===== config.mk =====
export PLATFORM = sky130hd
export DESIGN_NAME = bin_onehot_pipe
export DESIGN_NICKNAME = d
export VERILOG_FILES = /design/src/rtl/bin_onehot_pipe.sv
export SDC_FILE = /design/constraint.sdc
export NUM_CORES = 1
export LEC_CHECK = 0
export ABC_AREA = 1
export BUFFER_PORTS_ARGS = -buffer_cell sky130_fd_sc_hd__buf_2
export CAP_MARGIN = 5
export CORE_UTILIZATION = 50
export DETAILED_ROUTE_END_ITERATION = 8
export GPL_TIMING_DRIVEN = 0
export PLACE_DENSITY = 0.78
export SLEW_MARGIN = 20
export SYNTH_ARGS = -nofsm -noshare
export SYNTH_HDL_FRONTEND = slang
export SYNTH_SLANG_ARGS = --single-unit

===== constraint.sdc =====
create_clock -name clk -period 2.2 [get_ports clk]
set_input_delay 0.44 -clock clk [delete_from_list [all_inputs] [get_ports clk]]
set_output_delay 0.44 -clock clk [all_outputs]
set_load 0.05 [all_outputs]

===== src/rtl/bin_onehot_pipe.sv =====
// -----------------------------------------------------------------------------
// bin_onehot_pipe
// Per-word binary <-> one-hot converter feeding a 2-entry result FIFO.
//   mode_i = 0 : decode, data_o = 1 << data_i[BIN_W-1:0], err_o = 0
//   mode_i = 1 : encode, data_o = index of lowest set bit (zero-extended),
//                err_o = 1 unless exactly one bit of data_i is set
//
// Optional feature: define ONEHOT_ERR_CNT_EN to add err_cnt_o, a saturating
// count of error results handed to the consumer.
//
// Ports
//   clk          sole clock, rising edge
//   reset        synchronous, active-high; empties the FIFO, zeroes outputs
//   in_valid_i   word offered          in_ready_o  FIFO has a free slot
//   mode_i       0 = decode, 1 = encode
//   data_i       input word (OH_W bits)
//   out_valid_o  result available      out_ready_i consumer takes result
//   data_o       result (OH_W bits)    err_o       result flagged invalid
//   err_cnt_o    saturating error count (ONEHOT_ERR_CNT_EN only)
// -----------------------------------------------------------------------------
module bin_onehot_pipe #(
  parameter int BIN_W = 4,
  parameter int OH_W  = 2**BIN_W,
  parameter int CNT_W = 8
) (
  input  logic             clk,
  input  logic             reset,
  input  logic             in_valid_i,
  output logic             in_ready_o,
  input  logic             mode_i,
  input  logic [OH_W-1:0]  data_i,
  output logic             out_valid_o,
  input  logic             out_ready_i,
  output logic [OH_W-1:0]  data_o,
  output logic             err_o
`ifdef ONEHOT_ERR_CNT_EN
  ,
  output logic [CNT_W-1:0] err_cnt_o
`endif
);

  // Returns {err, index}: index of the lowest set bit, err when the word
  // is all zeros or has more than one bit set.
  function automatic logic [BIN_W:0] onehot_encode(input logic [OH_W-1:0] word);
    logic [BIN_W-1:0] idx;
    logic             found;
    logic             multi;
    idx   = {BIN_W{1'b0}};
    found = 1'b0;
    multi = 1'b0;
    for (int i = 0; i < OH_W; i++) begin
      if (word[i]) begin
        if (found) begin
          multi = 1'b1;
        end else begin
          idx   = BIN_W'(i);
          found = 1'b1;
        end
      end
    end
    return {(~found) | multi, idx};
  endfunction

  logic [BIN_W:0]    enc_s;
  logic [OH_W-1:0]   res_data_s;
  logic              res_err_s;

  logic [1:0]        count_r;
  logic              ready_r;
  logic              valid_r;
  logic [OH_W-1:0]   head_data_r;
  logic              head_err_r;
  logic [OH_W-1:0]   tail_data_r;
  logic              tail_err_r;

  logic [1:0]        count_next_s;
  logic [OH_W-1:0]   head_data_next_s;
  logic              head_err_next_s;
  logic [OH_W-1:0]   tail_data_next_s;
  logic              tail_err_next_s;

  logic              push_s;
  logic              pop_s;

  assign enc_s  = onehot_encode(data_i);
  // ready_r/valid_r mirror occupancy, so handshakes never see out_ready_i
  // combinationally on the input side.
  assign push_s = in_valid_i & ready_r;
  assign pop_s  = valid_r & out_ready_i;

  // Convert the offered word into its result and error flag.
  always_comb begin
    res_data_s = {OH_W{1'b0}};
    res_err_s  = 1'b0;
    if (mode_i) begin
      res_data_s = {{(OH_W-BIN_W){1'b0}}, enc_s[BIN_W-1:0]};
      res_err_s  = enc_s[BIN_W];
    end else begin
      res_data_s = {{(OH_W-1){1'b0}}, 1'b1} << data_i[BIN_W-1:0];
      res_err_s  = 1'b0;
    end
  end

  // FIFO next state: the head register always holds the oldest entry so
  // the outputs can come straight from storage.
  always_comb begin
    count_next_s     = count_r;
    head_data_next_s = head_data_r;
    head_err_next_s  = head_err_r;
    tail_data_next_s = tail_data_r;
    tail_err_next_s  = tail_err_r;
    case ({push_s, pop_s})
      2'b10: begin
        if (count_r == 2'd0) begin
          head_data_next_s = res_data_s;
          head_err_next_s  = res_err_s;
        end else begin
          tail_data_next_s = res_data_s;
          tail_err_next_s  = res_err_s;
        end
        count_next_s = count_r + 2'd1;
      end
      2'b01: begin
        head_data_next_s = tail_data_r;
        head_err_next_s  = tail_err_r;
        count_next_s     = count_r - 2'd1;
      end
      2'b11: begin
        // Push with pop only happens below full; with one entry the new
        // word replaces the departing head directly.
        if (count_r == 2'd1) begin
          head_data_next_s = res_data_s;
          head_err_next_s  = res_err_s;
        end else begin
          head_data_next_s = tail_data_r;
          head_err_next_s  = tail_err_r;
          tail_data_next_s = res_data_s;
          tail_err_next_s  = res_err_s;
        end
      end
      default: begin
        count_next_s = count_r;
      end
    endcase
  end

  // FIFO storage and occupancy-derived handshake registers.
  always_ff @(posedge clk) begin
    if (reset) begin
      count_r     <= 2'd0;
      ready_r     <= 1'b1;
      valid_r     <= 1'b0;
      head_data_r <= {OH_W{1'b0}};
      head_err_r  <= 1'b0;
      tail_data_r <= {OH_W{1'b0}};
      tail_err_r  <= 1'b0;
    end else begin
      count_r     <= count_next_s;
      ready_r     <= (count_next_s != 2'd2);
      valid_r     <= (count_next_s != 2'd0);
      head_data_r <= head_data_next_s;
      head_err_r  <= head_err_next_s;
      tail_data_r <= tail_data_next_s;
      tail_err_r  <= tail_err_next_s;
    end
  end

  assign in_ready_o  = ready_r;
  assign out_valid_o = valid_r;
  assign data_o      = head_data_r;
  assign err_o       = head_err_r;

`ifdef ONEHOT_ERR_CNT_EN
  logic [CNT_W-1:0] err_cnt_r;

  // Count error results as they leave, holding at the maximum value.
  always_ff @(posedge clk) begin
    if (reset) begin
      err_cnt_r <= {CNT_W{1'b0}};
    end else if (pop_s && head_err_r && (err_cnt_r != {CNT_W{1'b1}})) begin
      err_cnt_r <= err_cnt_r + CNT_W'(1);
    end else begin
      err_cnt_r <= err_cnt_r;
    end
  end

  assign err_cnt_o = err_cnt_r;
`endif

endmodule


==> metrics.md <==
| Metric | Value |
|---|---|
| Max-cap violation count | 0 |
| Min Tclk post-route | 1.97 ns |
| Cell variety after synth | 27 |
| Reg2Reg Capture Point | tail_data_r[14] |
| Largest family of logic cells by synthesized area | simple AND/OR/NAND/NOR gates |
| Die area | 0.00481 sq mm |
| First-pass GRT wire length | 9.59 mm |
| Leakage | 0.00127 uW |
| Hold_sp | mode_i |
| Standard-cell row count | 24 |
| Largest net degree at the start of global routing | 12 |
| Initial antenna violation count | 0 |
| R2R cell count | 10 |
| DRT Wirelength | 5.43 mm |
| Critical path arrival | 2.19 ns |
| P&R area growth vs syn | 14.8% |
| Die H | 69.3 um |
| Starting Density | 52.1% |
| Worst r2r src | out_valid_o |
| Synth Area per Inst | 6.42 sq um |
| Chip Width | 69.3 um |
| Fmax | 507 MHz |
| Warnings, synthesis | 0 |
| Layout Utilization | 59.8% |
| TritonCTS Buffers | 5 |
| Final hold vios | 0 |
| DRC Markers | 0 |
| Post-synthesis sequential area ratio | 33.6% |
| Final non-filler cell total | 450 |
| Total GRT Usage | 24.4% |
| Reg2reg setup slack | 0.23 ns |
| Clk buf depth | 2 |
| Post-synth ARST share | 0% |
| Post-synthesis compound-gate area fraction | 20.5% |
| Synth Instances | 353 |
| Slew HR | 64.1% |
| CORE AREA | 0.00435 sq mm |
| Layout cells sized above 1 | 14.6% |
| Worst vdd rail ir drop | 0.362 mV |
| Clock latency on the worst-skew pair | 0.29 ns |
| Clk sinks | 38 |
| Final Setup Violations | 0 |
| Simple-Gate Fraction of Synth Area | 32.1% |
| DRT antenna net count | 0 |
| GPL Wtd Cong | 0.818 |
| Root buffer cell | clkbuf_8 |
| Status | completed |
| CTS tree | built |
| Post-Synth Adder-Cell Area | 3.31% |
| Crit. End Element | register |
| WHS Path Cells | 3 |
| DP Area | 0.00252 sq mm |
| DPL Wire Length | 4.24 mm |
| Post-CTS Hold Fix Bufs | 0 |
| H-tree Lvls | 2 |
| Remaining Overflow, GRT | 0 |
| Critical path origin | out_valid_o |
| DR vias | 2399 |
| Fin Setup TNS | 0 ns |
| Initial drt markers | 144 |
| FF+latch count, synth | 38 |
| Syn nets | 380 |
| Final Slew Violations | 0 |
| CP Launch Type | register |
| Dpl cells | 443 |
| I/O pin count | 40 |
| Max FO, Critical Path | 10 |
| Drt via density | 5.33 |
| CP Class | register to register |
| Worst Skew | 0.00425 ns |
| DRT Pass-1 Iters | 5 |
| Post_cts resized | 0 |
| Postcts setup bufs | 0 |
| Hold Path End | tail_err_r |
| Post-route cell area | 0.00260 sq mm |
| Vias in the first global route | 2125 |
| Synth Area in XOR/XNOR | 0% |
| Worst-path clk slew | 0.07 ns |
| Worst-Margin Slew | 0.538 ns |
| Post-synth EDFFs | 0 |
| Routed WL per cell | 12.1 um |
| Hold WC Path Type | primary input to register |
| Mux share of post-synthesis cell area | 0% |
| Tcrit/Tclk final | 89.6% |
| Syn Std Cell Area | 0.00227 sq mm |
| Power density over the cells | 892 mW/mm^2 |
| Fin nets | 425 |
| Data required, critical path | 2.42 ns |
| Smallest hold slack | 0.429 ns |
| Dominant synthesized flop cell | dfxtp_1 |
| # port buffers | 38 |
| Diodes inserted | 0 |
-- cells in the final DEF (no fill, tap or decap), drive strengths merged, types with 6 or more instances in the layout --
master / netlist / routed
a21oi: 26 / 26
a31oi: 8 / 8
buf: 3 / 41
clkbuf: 9 / 14
dfxtp: 38 / 38
ha: 6 / 6
inv: 47 / 47
nand2: 86 / 86
nand3: 22 / 22
nor2: 53 / 53
o21ai: 39 / 39
-- cell type report --
cell class | count | area [sq um]
clock inverters | 2 | 10.0
plain buffers | 12 | 61.3
inverters | 47 | 176
flip-flops and latches | 38 | 761
multi-input cells | 256 | 1270
well taps | 52 | 65.1
fillers | 444 | 1750
repair buffers | 38 | 190
clock buffers | 5 | 68.8
-- power by group --
part	switching [uW]	internal, uW	total [uW]	leakage, uW
registers	62.7	831	894	0.000311
logic	727	255	981	0.000920
clock network	235	213	448	0.0000438
total	1020	1300	2320	0.00127
-- stage by stage --
stage / setup WS [ns] / power [uW]
finish: 0.229 / 2320
global route: -0.00651 / 2470
CTS: 0.143 / 2320
detailed placement: -0.0418 / 1880
global placement: 0.0432 / 1860
floorplan: 0.194 / 1630
-- synthesized netlist by cell type, types with 2 or more instances --
| master | n | area (sq um) |
|---|---|---|
| nand2_1 | 83 | 312 |
| nor2_1 | 48 | 180 |
| inv_1 | 47 | 176 |
| dfxtp_1 | 38 | 761 |
| o21ai_0 | 35 | 175 |
| a21oi_1 | 25 | 125 |
| nand3_1 | 22 | 110 |
| clkbuf_1 | 9 | 33.8 |
| a31oi_1 | 8 | 50.1 |
| ha_1 | 6 | 75.1 |
| nor2_4 | 4 | 45.0 |
| o21ai_1 | 4 | 20.0 |
| nand2_4 | 3 | 33.8 |
| nor3_1 | 3 | 15.0 |
| o21a_1 | 3 | 22.5 |
| buf_6 | 2 | 22.5 |
| nand4_1 | 2 | 12.5 |
| o221ai_1 | 2 | 17.5 |
-- kinds of logic (layout without fill, tap and decap cells) --
group	after synthesis	count (layout)
buf+inv	59	104
fa+ha+maj	6	6
compound gates	84	84
flops	38	38
simple gates	166	166
-- per-layer routing --
layer | global-route usage [%] | wire length (um) | vias up
li1 | - | - | 1241
met1 | 33.4 | 2490 | 1074
met2 | 38.7 | 2550 | 71
met3 | 4.07 | 282 | 13
met4 | 8.39 | 117 | 0
met5 | 0 | 0 | -
-- critical path, cell delays in order, from the launching register on --
cell      delay [ns]
dfxtp_1         0.34
nand2_1         0.12
inv_1           0.13
ha_1            0.17
inv_1           0.05
o21ai_0         0.16
nand2_1         0.18
inv_1           0.13
clkbuf_1        0.37
nand2_1         0.10
a21oi_1         0.14
-- flip-flops by register name, summed over array words and instances, names as in the netlist --
name,flops
out_valid_o,1
err_o,1
data_o,16
count_r,2
tail_err_r,1
in_ready_o,1
tail_data_r,16
-- worst max-delay path by stage --
stage,cells after the start,endpoint
6_report,10,tail_data_r[14]
3_5_place_dp,11,data_o[10]
4_1_cts,10,data_o[10]
2_1_floorplan,10,data_o[1]
5_1_grt,10,tail_data_r[9]
3_3_place_gp,11,data_o[10]
(Power assumes the default switching activity.)
